`src/rtl/fence_exec_if.sv`:
```
// Fence request handshake bundle between issue and the fence execute unit,
// plus the shared fence-kind encoding.
package fence_exec_pkg;
    typedef enum logic [1:0] {
        fk_fence   = 2'd0,
        fk_fence_i = 2'd1,
        fk_invalid = 2'd2
    } fence_kind_t;
endpackage

interface fence_exec_if
    import fence_exec_pkg::*;
#(
    parameter int unsigned XLEN = 32
);
    logic            req_valid;
    logic            req_ready;
    fence_kind_t     kind;
    logic [3:0]      pred;
    logic [3:0]      succ;
    logic [XLEN-1:0] pc;

    modport master (
        output req_valid,
        output kind,
        output pred,
        output succ,
        output pc,
        input  req_ready
    );

    modport slave (
        input  req_valid,
        input  kind,
        input  pred,
        input  succ,
        input  pc,
        output req_ready
    );
endinterface

```
`src/rtl/fence_exec.sv`:
```
// Execute-stage fence responder: drains the store buffer, and for fence.i also
// invalidates the I-cache and redirects fetch. Optional watchdog: FENCE_EXEC_TIMEOUT_EN.
module fence_exec
    import fence_exec_pkg::*;
#(
    parameter int unsigned XLEN           = 32,
    parameter int unsigned TIMEOUT_CYCLES = 1024
) (
    input  logic            clk,
    input  logic            rst,
    fence_exec_if.slave     req,
    input  logic            sb_empty,
    output logic            sb_drain,
    output logic            ic_inv_req,
    input  logic            ic_inv_ack,
    output logic            flush,
    output logic [XLEN-1:0] redirect_pc,
    output logic            done,
    output logic            illegal,
    output logic            busy,
    output logic            timeout_err
);

    typedef enum logic [2:0] {
        StIdle,
        StDrain,
        StInval,
        StRedirect,
        StRetire,
        StErr,
        StTout
    } state_e;

    state_e          state_q, state_d;
    fence_kind_t     kind_q, kind_d;
    logic [3:0]      pred_q, pred_d;
    logic [3:0]      succ_q, succ_d;
    logic [XLEN-1:0] pc_q, pc_d;

    logic accept;
    logic timeout_hit;
    logic unused_latched;

    assign accept = req.req_valid && (state_q == StIdle);

    // pred is only consulted at accept; the latched copies are kept for visibility.
    assign unused_latched = ^{pred_q, succ_q};

`ifdef FENCE_EXEC_TIMEOUT_EN
    localparam int unsigned    CntW    = $clog2(TIMEOUT_CYCLES + 1);
    localparam logic [CntW-1:0] CntLast = CntW'(TIMEOUT_CYCLES - 1);

    logic [CntW-1:0] cnt_q, cnt_d;

    // Counts cycles already spent in the current wait state; restarts on any entry.
    always_comb begin
        cnt_d = '0;
        if ((state_q == StDrain || state_q == StInval) && state_d == state_q) begin
            cnt_d = cnt_q + CntW'(1);
        end
    end

    always_ff @(posedge clk or posedge rst) begin
        if (rst) begin
            cnt_q <= '0;
        end else begin
            cnt_q <= cnt_d;
        end
    end

    assign timeout_hit = (cnt_q == CntLast);
`else
    localparam int unsigned unused_timeout = TIMEOUT_CYCLES;

    assign timeout_hit = 1'b0;
`endif

    always_ff @(posedge clk or posedge rst) begin
        if (rst) begin
            state_q <= StIdle;
            kind_q  <= fk_fence;
            pred_q  <= '0;
            succ_q  <= '0;
            pc_q    <= '0;
        end else begin
            state_q <= state_d;
            kind_q  <= kind_d;
            pred_q  <= pred_d;
            succ_q  <= succ_d;
            pc_q    <= pc_d;
        end
    end

    always_comb begin
        kind_d = kind_q;
        pred_d = pred_q;
        succ_d = succ_q;
        pc_d   = pc_q;
        if (accept) begin
            kind_d = req.kind;
            pred_d = req.pred;
            succ_d = req.succ;
            pc_d   = req.pc;
        end
    end

    // Completion is tested before the watchdog so it wins in the limit cycle.
    always_comb begin
        state_d = state_q;
        unique case (state_q)
            StIdle: begin
                if (accept) begin
                    unique case (req.kind)
                        fk_fence:   state_d = (req.pred[2] || req.pred[0]) ? StDrain : StRetire;
                        fk_fence_i: state_d = StDrain;
                        default:    state_d = StErr;
                    endcase
                end
            end
            StDrain: begin
                if (sb_empty) begin
                    state_d = (kind_q == fk_fence_i) ? StInval : StRetire;
                end else if (timeout_hit) begin
                    state_d = StTout;
                end
            end
            StInval: begin
                if (ic_inv_ack) begin
                    state_d = StRedirect;
                end else if (timeout_hit) begin
                    state_d = StTout;
                end
            end
            StRedirect: state_d = StRetire;
            StRetire:   state_d = StIdle;
            StErr:      state_d = StIdle;
            StTout:     state_d = StIdle;
            default:    state_d = StIdle;
        endcase
    end

    always_comb begin
        req.req_ready = (state_q == StIdle);
        busy          = (state_q != StIdle);
        sb_drain      = (state_q == StDrain);
        ic_inv_req    = (state_q == StInval);
        flush         = (state_q == StRedirect);
        done          = (state_q == StRetire);
        illegal       = (state_q == StErr);
        redirect_pc   = flush ? (pc_q + XLEN'(4)) : '0;
`ifdef FENCE_EXEC_TIMEOUT_EN
        timeout_err   = (state_q == StTout);
`else
        timeout_err   = 1'b0;
`endif
    end

endmodule

```
`src/flat_wrapper.sv`:
```
// flat-port wrapper written by rule: the top's interface ports become plain ports
module fence_exec_flat import fence_exec_pkg::*;
#(
    parameter int unsigned XLEN           = 32,
    parameter int unsigned TIMEOUT_CYCLES = 1024
)
  (clk, rst, sb_empty, sb_drain, ic_inv_req, ic_inv_ack, flush, redirect_pc, done, illegal, busy, timeout_err, req_req_valid, req_kind, req_pred, req_succ, req_pc, req_req_ready);
  fence_exec_if #(.XLEN(XLEN)) req_i ();
  input  logic clk;
  input  logic rst;
  input  logic sb_empty;
  output logic sb_drain;
  output logic ic_inv_req;
  input  logic ic_inv_ack;
  output logic flush;
  output logic [XLEN-1:0] redirect_pc;
  output logic done;
  output logic illegal;
  output logic busy;
  output logic timeout_err;
  input wire logic [$bits(req_i.req_valid)-1:0] req_req_valid;
  input wire logic [$bits(req_i.kind)-1:0] req_kind;
  input wire logic [$bits(req_i.pred)-1:0] req_pred;
  input wire logic [$bits(req_i.succ)-1:0] req_succ;
  input wire logic [$bits(req_i.pc)-1:0] req_pc;
  output wire logic [$bits(req_i.req_ready)-1:0] req_req_ready;
  assign req_i.req_valid = req_req_valid;
  assign req_i.kind = req_kind;
  assign req_i.pred = req_pred;
  assign req_i.succ = req_succ;
  assign req_i.pc = req_pc;
  assign req_req_ready = req_i.req_ready;
  fence_exec #(.XLEN(XLEN), .TIMEOUT_CYCLES(TIMEOUT_CYCLES)) u_core (.clk(clk), .rst(rst), .req(req_i), .sb_empty(sb_empty), .sb_drain(sb_drain), .ic_inv_req(ic_inv_req), .ic_inv_ack(ic_inv_ack), .flush(flush), .redirect_pc(redirect_pc), .done(done), .illegal(illegal), .busy(busy), .timeout_err(timeout_err));
endmodule
```
`config.mk`:
```
export PLATFORM = sky130hd
export DESIGN_NAME = fence_exec_flat
export DESIGN_NICKNAME = d
export VERILOG_FILES = /design/src/rtl/fence_exec_if.sv /design/src/rtl/fence_exec.sv /design/src/flat_wrapper.sv
export SDC_FILE = /design/constraint.sdc
export NUM_CORES = 1
export LEC_CHECK = 0
export BUFFER_PORTS_ARGS = -buffer_cell sky130_fd_sc_hd__buf_2
export CAP_MARGIN = 20
export CORE_MARGIN = 2
export CORE_UTILIZATION = 53
export DETAILED_ROUTE_END_ITERATION = 10
export HOLD_SLACK_MARGIN = 0.02
export PLACE_DENSITY = 0.95
export REMOVE_ABC_BUFFERS = 1
export SETUP_SLACK_MARGIN = 0.1
export SKIP_CTS_REPAIR_TIMING = 1
export SLEW_MARGIN = 0
export SYNTH_ARGS = -nofsm -noshare
export SYNTH_HDL_FRONTEND = slang
export SYNTH_SLANG_ARGS = --single-unit
export TNS_END_PERCENT = 50
```
`constraint.sdc`:
```
create_clock -name clk -period 5.5 [get_ports clk]
set_clock_uncertainty 0.15 [all_clocks]
set_input_delay 0.275 -clock clk [delete_from_list [all_inputs] [get_ports clk]]
set_output_delay 0.275 -clock clk [all_outputs]
set_load 0.05 [all_outputs]
```
Word level (Yosys, flattened, before mapping)

Index checks and enable logic that the tools add are counted.

Register bits: 37
Bits of input ports: 47
Output and inout bits: 40

Add/subtract/negate cells: 1
Equality and inequality tests: 10
Muxes and demuxes: 8
Reduce and logical (&&, ||, !) cells: 6

Operator list:

| cell                                          | count |
|---|---|
| adder 32 x 3 -> 32 bit, second input constant | 1 |
| two-way mux 32 bit                            | 1 |
| two-way mux 3 bit                             | 5 |
| one-hot mux 3 bit (4 select lines)            | 1 |
| == test 3 x 2 -> 1 bit, second input constant | 2 |
| == test 3 bit, second input constant          | 2 |
| one-hot mux 3 bit (2 select lines)            | 1 |
| == test 2 x 1 -> 1 bit, second input constant | 2 |
| != test 2 x 1 -> 1 bit, second input constant | 2 |
| == test 3 x 1 -> 1 bit, second input constant | 1 |
| logical NOT 3 bit                             | 1 |
| AND reduction 3 bit                           | 1 |
| nonzero test 3 bit                            | 1 |
| logical NOT 2 bit                             | 1 |
| != test 2 bit, second input constant          | 1 |
| logical AND 1 bit                             | 1 |
| logical OR 1 bit                              | 1 |

Logic depth before layout (Yosys ltp)

Gate-level depths: netlist of the first run.

Depth in word-level cells: 5
Depth in mapped cells: 9

Worst setup path after synthesis of the first run

OpenSTA, ideal clock, no wires.

Path kind: reg2out
From: register u_core.pc_q[2]
To: output redirect_pc[28]
Arrival: 2.604 ns
Required time: 5.075 ns
Setup slack: 2.471 ns
Cell stages (with the launch flop): 6
Cells stage by stage: dfrtp_1 > ha_1 > nand3_1 > or4_4 > or4_1 > a21oi_1

Longest elaborated chain between the ends: 2

Ends and longest elaborated chain:

| item                     | line               | text |
|---|---|---|
| start: declaration       | fence_exec.sv:38   | `logic [XLEN-1:0] pc_q, pc_d;` |
| start signal: assignment | fence_exec.sv:90   | `pc_q <= pc_d;` |
| adder 32 x 3 -> 32 bit   | fence_exec.sv:150  | `redirect_pc = flush ? (pc_q + XLEN'(4)) : '0;` |
| two-way mux 32 bit       | fence_exec.sv:150  |  |
| end: declaration         | flat_wrapper.sv:16 | `output logic [XLEN-1:0] redirect_pc;` |

No other way between the ends.

Final worst setup path of the first run

Ends and elaborated chain as after synthesis.

==> flow_summary.ini, run 1 <==
[global_routing]
grt_pass1_wl_um = 8760
grt_max_degree = 38
grt_overflow = 0
gr-usage-all-layers_pct = 22.6
antenna_found_initial = 0
grt_pass1_vias = 1977

[placed_design]
globalplace.congestion = 0.824
portBuffers = 79
dpl.hpwl_um = 3730

[route]
routed_wl_um = 5110
ant_nets = 0
wl_per_cell_um = 14.0
viasPerCell = 5.70
drc_errors = 0
vias = 2081
drt_iter0_markers = 94
dr.pass1.iters = 4

[clock_network]
h-tree-depth = 2
cts_buffers = 5
cts_tree = built
numClockSinks = 37
worstSkewPairLatency_ns = 0.28
path_clk_slew_ns = 0.07
clk_path_buf_depth = 2
root_buffer = clkbuf_8

[sta]
final-hold-violation-count = 0
tightest_slew_ns = 0.562
finalCritPeriodShare_pct = 58.8
setup_violations = 0
drv_slew = 0
rsz0062_at_grt = false
min_period_ns = 3.23
slew_headroom_pct = 62.4
tns_ns = 0
max_freq_ghz = 0.309

[floorplan]
fp-row-count = 23
start_util_pct = 55.8
die_w_um = 69.4
fp.dieArea_um2 = 4810
die_h_um = 69.4
core-area_um2 = 4060
pin_count = 87

[pwr]
ir_drop_v = 0.000346
power.density_nw_per_um2 = 516
p_leak_nw = 1.25

[yosys]
yosysWarningCount = 0
synth_area_um2 = 2260
synth.yosys.seq_area_share_pct = 40.9
synthDistinctLibCells = 34
synth_area_per_cell_um2 = 9.47
synthArstFlopShare_pct = 100
synth-edff-count = 0
synthCells = 239
synth-seq-cells = 37
synth_ff_type = dfrtp_1

[setup_path]
startpoint_type = flip-flop
critPathCaptureType = output port
critPathRequiredTime_ns = 5.08
worstPathMaxFanout = 15
cp.arrival_ns = 2.81
crit_type = flip-flop to output port

[final_layout]
fillerInstances = 331
layout-drive-gt1-share_pct = 39.4
area_growth_pct = 22.9
layout_common_cells = buf_2 (79), dfrtp_1 (37), mux2_2 (33)
fin_util_pct = 68.5
antenna_cells = 0
layout_commonest_cell = buf_2
nNetsFinal = 363

[job]
cap_violations = 0

[min_path]
hold_class = input pin to flip-flop

[run_status]
status = complete, no violations
[kinds of logic (layout without fill, tap and decap cells)]
kind of cell | Yosys count | after routing | synth area share, %
and+or+nand+nor | 91 | 91 | 22.9
AOI/OAI and AO/OA | 46 | 46 | 11.2
DFF | 37 | 37 | 40.9
muxes | 33 | 33 | 16.4
buffers and inverters | 20 | 96 | 3.92
xor gates and xnor gates | 10 | 10 | 3.87
adders and majority gates | 1 | 1 | 0.553
other | 1 | 1 | 0.166
[metrics by stage]
step	hold WS (ns)	total power, mW	instances	instance area (um^2)	worst slack (ns)
5_1_grt	0.0559	1.54	365	2780	2.10
3_3_place_gp	0.254	1.21	356	2670	2.58
6_report	0.0525	1.44	365	2780	2.27
4_1_cts	-0.0561	1.44	363	2760	2.24
2_1_floorplan	0.242	1.08	225	2200	2.41
3_5_place_dp	0.259	1.25	356	2670	2.56
[synthesized netlist by cell type (all sizes together), types with 4 or more instances]
cell type | count | area [um^2]
a21oi | 19 | 95.1
and2 | 4 | 25.0
and4 | 4 | 35.0
buf | 9 | 47.5
clkbuf | 5 | 18.8
dfrtp | 37 | 926
inv | 6 | 22.5
mux2 | 33 | 372
nand2 | 12 | 45.0
nand2b | 4 | 25.0
nand3 | 14 | 70.1
nand4 | 5 | 46.3
nor2 | 17 | 63.8
nor3 | 6 | 30.0
o21ai | 17 | 85.1
o31ai | 4 | 30.0
or3 | 13 | 81.3
or4 | 5 | 41.3
xnor2 | 7 | 61.3
[power breakdown]
group	leakage, nW	internal, mW	switching, mW
clock network	0.0443	0.0994	0.0909
logic	0.767	0.281	0.369
registers	0.439	0.412	0.185
[final cells by class]
| cell class | count | area [um^2] | share of cell area, % |
|---|---|---|---|
| Multi-Input combinational cell | 182 | 1250 | 44.9 |
| Sequential cell | 37 | 926 | 33.3 |
| Timing Repair Buffer | 83 | 435 | 15.7 |
| Clock buffer | 7 | 86.3 | 3.10 |
| Tap cell | 50 | 62.6 | 2.25 |
| Inverter | 6 | 22.5 | 0.810 |
[state kept, by name, summed over array words and instances, names as in the netlist]
register / flops
u_core.kind_q: 2
u_core.pc_q: 32
u_core.state_q: 3
[worst max-delay path, cell delays in order, from the launching register on]
cell and delay (ns):
dfrtp_1 0.43, ha_1 0.26, nand3_1 0.18, or4_4 0.65, or4_1 0.53, a21oi_1 0.18, buf_2 0.28
[final timing paths]
kind	startpoint	end	slack, ns	cells past startpoint
hold / removal	req_pc[16]	u_core.pc_q[16]	0.05	3
hold reg to reg	u_core.state_q[2]	u_core.state_q[0]	0.35	1
setup / recovery	u_core.pc_q[2]	redirect_pc[28]	2.27	6
min in group asynchronous	rst	u_core.pc_q[13]	0.49	4
max in group asynchronous	rst	u_core.pc_q[24]	4.39	4
setup reg to reg	u_core.state_q[1]	u_core.pc_q[13]	3.46	6
[metal layers]
metal	track usage (%)	part of all wire [%]	up-vias
li1	-	-	1018
met1	27.0	42	978
met2	37.9	49	74
met3	6.10	6.6	11
met4	10.5	1.9	0
met5	0	0	-
Power figures use the tool's default switching activity.
==> run 2, diff against run 1 <==
- ABC_AREA: unset -> 1
- CORE_UTILIZATION: 53 -> 51
- PLACE_DENSITY: 0.95 -> 0.89
- clock period: 5.5 -> 3.4 ns (I/O delays scaled with it)
==> flow_summary.ini, run 2 <==
[yosys]
muxShareOfSynthArea_pct = 0
synth-seq-cells = 37
synth-edff-count = 0
synth_common_cells = nand2_1 (119), nor2_1 (92), dfrtp_1 (37), inv_1 (37), nand3_1 (23)
synth_area_leader_cell = dfrtp_1
synthDistinctLibCells = 29
yosysMostFrequentCell = nand2_1
synthAdderAreaFrac_pct = 0.472
yosysWarningCount = 0
synthCells = 402
synth_xor_xnor_area_share_pct = 0.992
synth.yosys.seq_area_share_pct = 34.9
synth_ff_type = dfrtp_1
synth_area_um2 = 2650
synth_compound_area_share_pct = 11.9
synth-simple-area-share_pct = 41.5
synth_area_leaders = dfrtp_1 (35%), nand2_1 (17%), nor2_1 (13%)
synth_top_family_by_area = simple AND/OR/NAND/NOR gates
synth_top_cell_area_share_pct = 34.9
synth_area_per_cell_um2 = 6.59
synthArstFlopShare_pct = 100

[pwr]
power.density_nw_per_um2 = 746
internal-power_mw = 1.21
p_switching_mw = 1.39
swShare_pct = 53.5
seq_power_share_pct = 33.8
ir_drop_v = 0.000614
pwr-share-comb_pct = 54.0
pwr-share-clk_pct = 12.2
p_leak_nw = 1.82

[setup_path]
cp.arrival_ns = 2.18
crit_slowest_cell = nor3_4
cp-endpoint = redirect_pc[8]
crit_type = flip-flop to output port
ff2ff_path_depth = 7
crit_chain = nor3_4 -> o21ai_0 -> a21oi_1 -> buf_2
startpoint = u_core.state_q[2]
r2r_slack_ns = 1.18
startpoint_type = flip-flop
critPathBufInv = 1
r2r_start = u_core.state_q[2]
crit_family = simple AND/OR/NAND/NOR gates
crit_cells = 4
timing.rr.end = u_core.pc_q[6]
critPathCaptureType = output port
max_stage_delay_ns = 0.72
worstPathMaxFanout = 17
critPathRequiredTime_ns = 3.08

[final_layout]
largest_register = u_core.pc_q
largest_reg_flops = 32
area_growth_pct = 31.6
layout-drive-gt1-share_pct = 26.4
layout_commonest_cell = nand2_1
antenna_cells = 0
layout_common_cells = nand2_1 (119), nor2_1 (92), buf_2 (79)
nNetsFinal = 562
reg_top3 = u_core.pc_q: 32 flops, u_core.state_q: 3 flops, u_core.kind_q: 2 flops
fillerInstances = 452

[floorplan]
die_w_um = 76.1
start_util_pct = 52.2
fp-row-count = 26
core-area_um2 = 5070
fp.dieArea_um2 = 5790
pin_count = 87
die_h_um = 76.1

[clock_network]
worstSkewPairLatency_ns = 0.29
numClockSinks = 37
path_clk_slew_ns = 0.08
root_buffer = clkbuf_8
h-tree-depth = 2
clk_path_buf_depth = 2
cts_buffers = 5
cts_tree = built

[min_path]
hold_class = input pin to flip-flop

[sta]
final.setup.worst_slack_ns = 0.904
rsz0062_at_grt = false
max_freq_ghz = 0.401
min_period_ns = 2.50
tightest_slew_ns = 0.821
slew_headroom_pct = 45.1
drv_slew = 0
setup_violations = 0
finalCritPeriodShare_pct = 73.4
tns_ns = 0
final-hold-violation-count = 0

[route]
ant_nets = 0
dr.pass1.iters = 4
drc_errors = 0
viasPerCell = 4.94
routed_wl_um = 7470
vias = 2888
drt_iter0_markers = 185
wl_per_cell_um = 12.8

[global_routing]
grt_pass1_wl_um = 11400
grt_overflow = 0
grt_max_degree = 38
antenna_found_initial = 0
gr-usage-all-layers_pct = 24.1
grt_pass1_vias = 2548

[placed_design]
post-place-ws_ns = 1.22
dpl.hpwl_um = 5210
globalplace.congestion = 0.933
portBuffers = 79

[job]
cap_violations = 0

[run_status]
status = complete, no violations
[run 2: layout make-up]
cell class	instances	area (um^2)	area share, %
clock buffers	6	72.6	2.08
well taps	70	87.6	2.51
inverters	44	168	4.81
multi-input cells	310	1460	41.8
clock inverters	2	15.0	0.430
repair buffers	116	761	21.8
flip-flops and latches	37	926	26.5
[run 2: power by group through the flow]
stage	sequential, mW	clock (mW)	combinational, mW
detailed placement	0.879	0	1.37
finish	0.881	0.317	1.41
global placement	0.873	0	1.33
global route	0.911	0.341	1.56
CTS	0.875	0.321	1.37
floorplan	0.815	0	1.10
[run 2: kinds of logic (layout without fill, tap and decap cells)]
group,count (synthesis),in the layout
and+or+nand+nor,258,258
adders and majority gates,1,1
other,1,1
xor gates and xnor gates,3,3
buffers and inverters,55,168
AOI/OAI and AO/OA,47,47
DFF,37,37
[run 2: routing by layer]
metal / global-route usage [%] / vias to the layer above / wire length (um)
met5: 0 / - / 0
met4: 6.00 / 0 / 70
met3: 4.62 / 8 / 370
met2: 40.6 / 88 / 3720
met1: 32.3 / 1325 / 3310
li1: - / 1467 / -
[run 2: worst min path at each step]
stage | to | slack [ns] | depth (start not counted) | from
after floorplan | u_core.pc_q[8] | 0.16 | 2 | req_req_valid
after global placement | u_core.kind_q[0] | 0.15 | 3 | rst
after detailed placement | u_core.kind_q[0] | 0.16 | 3 | rst
after CTS | u_core.pc_q[8] | -0.16 | 3 | rst
after global routing | u_core.state_q[0] | 0.02 | 4 | sb_empty
final | u_core.state_q[0] | 0.01 | 4 | sb_empty
[run 2: per-stage QoR]
stage / instances / total power [mW] / utilization (%) / instance area [um^2] / hold slack [ns]
4_1_cts: 550 / 2.57 / 61.8 / 3140 / -0.158
2_1_floorplan: 391 / 1.92 / - / 2550 / 0.165
3_3_place_gp: 542 / 2.20 / 60.1 / 3050 / 0.148
5_1_grt: 585 / 2.81 / 68.7 / 3490 / 0.0228
3_5_place_dp: 542 / 2.25 / 60.1 / 3050 / 0.163
6_report: 585 / 2.60 / 68.7 / 3490 / 0.00977
[run 2: worst register-to-register path, cell delays in order, from the launching register on]
cell and delay (ns):
dfrtp_1 0.44, inv_2 0.14, nand3_4 0.10, inv_2 0.22, nand2_2 0.43, buf_4 0.41
nor2_1 0.16, a21oi_1 0.07
==> run 3, diff against run 2 <==
- ABC_AREA: 1 -> 0
- CORE_UTILIZATION: 51 -> 44
- PLACE_DENSITY: 0.89 -> 0.85
- clock period: 3.4 -> 2.1 ns (I/O delays scaled with it)
==> flow_summary.ini, run 3 (synthesis gave the netlist of run 1 again) <==
[pwr]
power.density_nw_per_um2 = 1200
p_leak_nw = 1.63
seq_power_share_pct = 30.7
internal-power_mw = 2.53
ir_drop_v = 0.000918
swShare_pct = 43.7
p_total_mw = 4.49
pwr-share-clk_pct = 10.8
p_switching_mw = 1.96
pwr-share-comb_pct = 58.6

[sta]
drv_slew = 0
final-hold-violation-count = 0
holdWs_ns = 0.0292
setup_violations = 16
rsz0062_at_grt = true
finalCritPeriodShare_pct = 123
final.setup.worst_slack_ns = -0.488
min_period_ns = 2.59
max_freq_ghz = 0.386

[run_status]
status = finished with violations
failed_checks = setup timing

[setup_path]
critPathCaptureType = output port
crit_type = flip-flop to output port
crit_chain = buf_6 -> and4_1 -> or4b_4 -> buf_6 -> or3_4 -> a21oi_2 -> buf_6
cp.arrival_ns = 2.33
startpoint_type = flip-flop
crit_family = simple AND/OR/NAND/NOR gates
worstPathMaxFanout = 7
critPathRequiredTime_ns = 1.85
critPathBufInv = 3
cp_common_cell = buf_6
crit_slowest_cell = or4b_4
max_stage_delay_ns = 0.52

[floorplan]
die_w_um = 75.7
start_util_pct = 44.9
fp.dieArea_um2 = 5730
pin_count = 87
die_h_um = 75.7
core-area_um2 = 5040
fp-row-count = 26

[final_layout]
reg_top3 = u_core.pc_q: 32 flops, u_core.state_q: 3 flops, u_core.kind_q: 2 flops
layout-drive-gt1-share_pct = 49.5
register_area_um2 = 926
largest_register = u_core.pc_q
layout_commonest_cell = buf_2
antenna_cells = 0
fillerInstances = 368
fin_util_pct = 74.6
largest_reg_flops = 32
area_growth_pct = 66.2
layout_common_cells = buf_2 (53), buf_4 (41), dfrtp_1 (37)
multi_input_area_um2 = 1390
nNetsFinal = 439
fin_cells = 462

[route]
routed_wl_um = 6790
ant_nets = 0
wl_per_cell_um = 14.7
drt_iter0_markers = 95
vias = 2464
dr.pass1.iters = 4
viasPerCell = 5.33
drc_errors = 0

[clock_network]
path_clk_slew_ns = 0.08
root_buffer = clkbuf_8
cts_buffers = 5
h-tree-depth = 2
worstSkewPairLatency_ns = 0.28
clk_path_buf_depth = 2
cts_tree = built
numClockSinks = 37

[min_path]
hold_class = input pin to flip-flop

[global_routing]
antenna_found_initial = 0
grt_overflow = 0
gr-usage-all-layers_pct = 21.1
grt_max_degree = 38
grt_pass1_vias = 2080
grt_pass1_wl_um = 9150

[placed_design]
globalplace.congestion = 0.797
portBuffers = 79
placed_cells = 410
post-place-ws_ns = -0.324
dpl.hpwl_um = 4250

[job]
cap_violations = 0
==> run 3: layout make-up <==
type / instances / share of cell area (%)
clock buffer: 6 / 1.93
clock inverter: 2 / 0.266
inverter: 6 / 0.599
multi-input combinational: 182 / 36.8
sequential: 37 / 24.6
tap: 70 / 2.33
timing repair buffer: 159 / 33.4
==> run 3: worst min-delay path, stage by stage <==
cell and delay (ns):
buf_2 0.07, nor3_1 0.04, o21ai_0 0.14, a21oi_1 0.06
==> run 3: path summary, 6_finish.rpt <==
check	from	to	slack, ns	depth (start not counted)
setup / recovery	u_core.pc_q[2]	redirect_pc[21]	-0.49	7
hold / removal	req_pred[2]	u_core.state_q[2]	0.03	4
setup reg to reg	u_core.state_q[1]	u_core.pc_q[11]	0.36	6
hold reg to reg	u_core.kind_q[1]	u_core.kind_q[1]	0.36	1
max in group asynchronous	rst	u_core.pc_q[22]	1.10	4
min in group asynchronous	rst	u_core.pc_q[24]	0.35	4
==> run 3: routing by layer <==
layer  global-route usage, %  share of wire [%]  vias up
li1                        -                  -     1176
met1                    26.6                 41     1197
met2                    35.9                 52       85
met3                    4.63                5.2        6
met4                    7.02                1.0        0
met5                       0                  0        -
==> run 3: per-stage QoR <==
step	TNS, ns	cell area [um^2]
6_report	-6.33	3760
5_1_grt	-7.73	3760
4_1_cts	-8.73	3050
3_5_place_dp	-3.48	2960
3_3_place_gp	-2.93	2960
2_1_floorplan	-40.95	2200
==> run 3: power by group through the flow <==
stage	clock [mW]	sequential, mW	combinational (mW)
3_3_place_gp	0	1.34	2.24
3_5_place_dp	0	1.37	2.32
5_1_grt	0.530	1.41	2.83
6_report	0.483	1.38	2.63
2_1_floorplan	0	1.43	1.40
4_1_cts	0.496	1.35	2.32
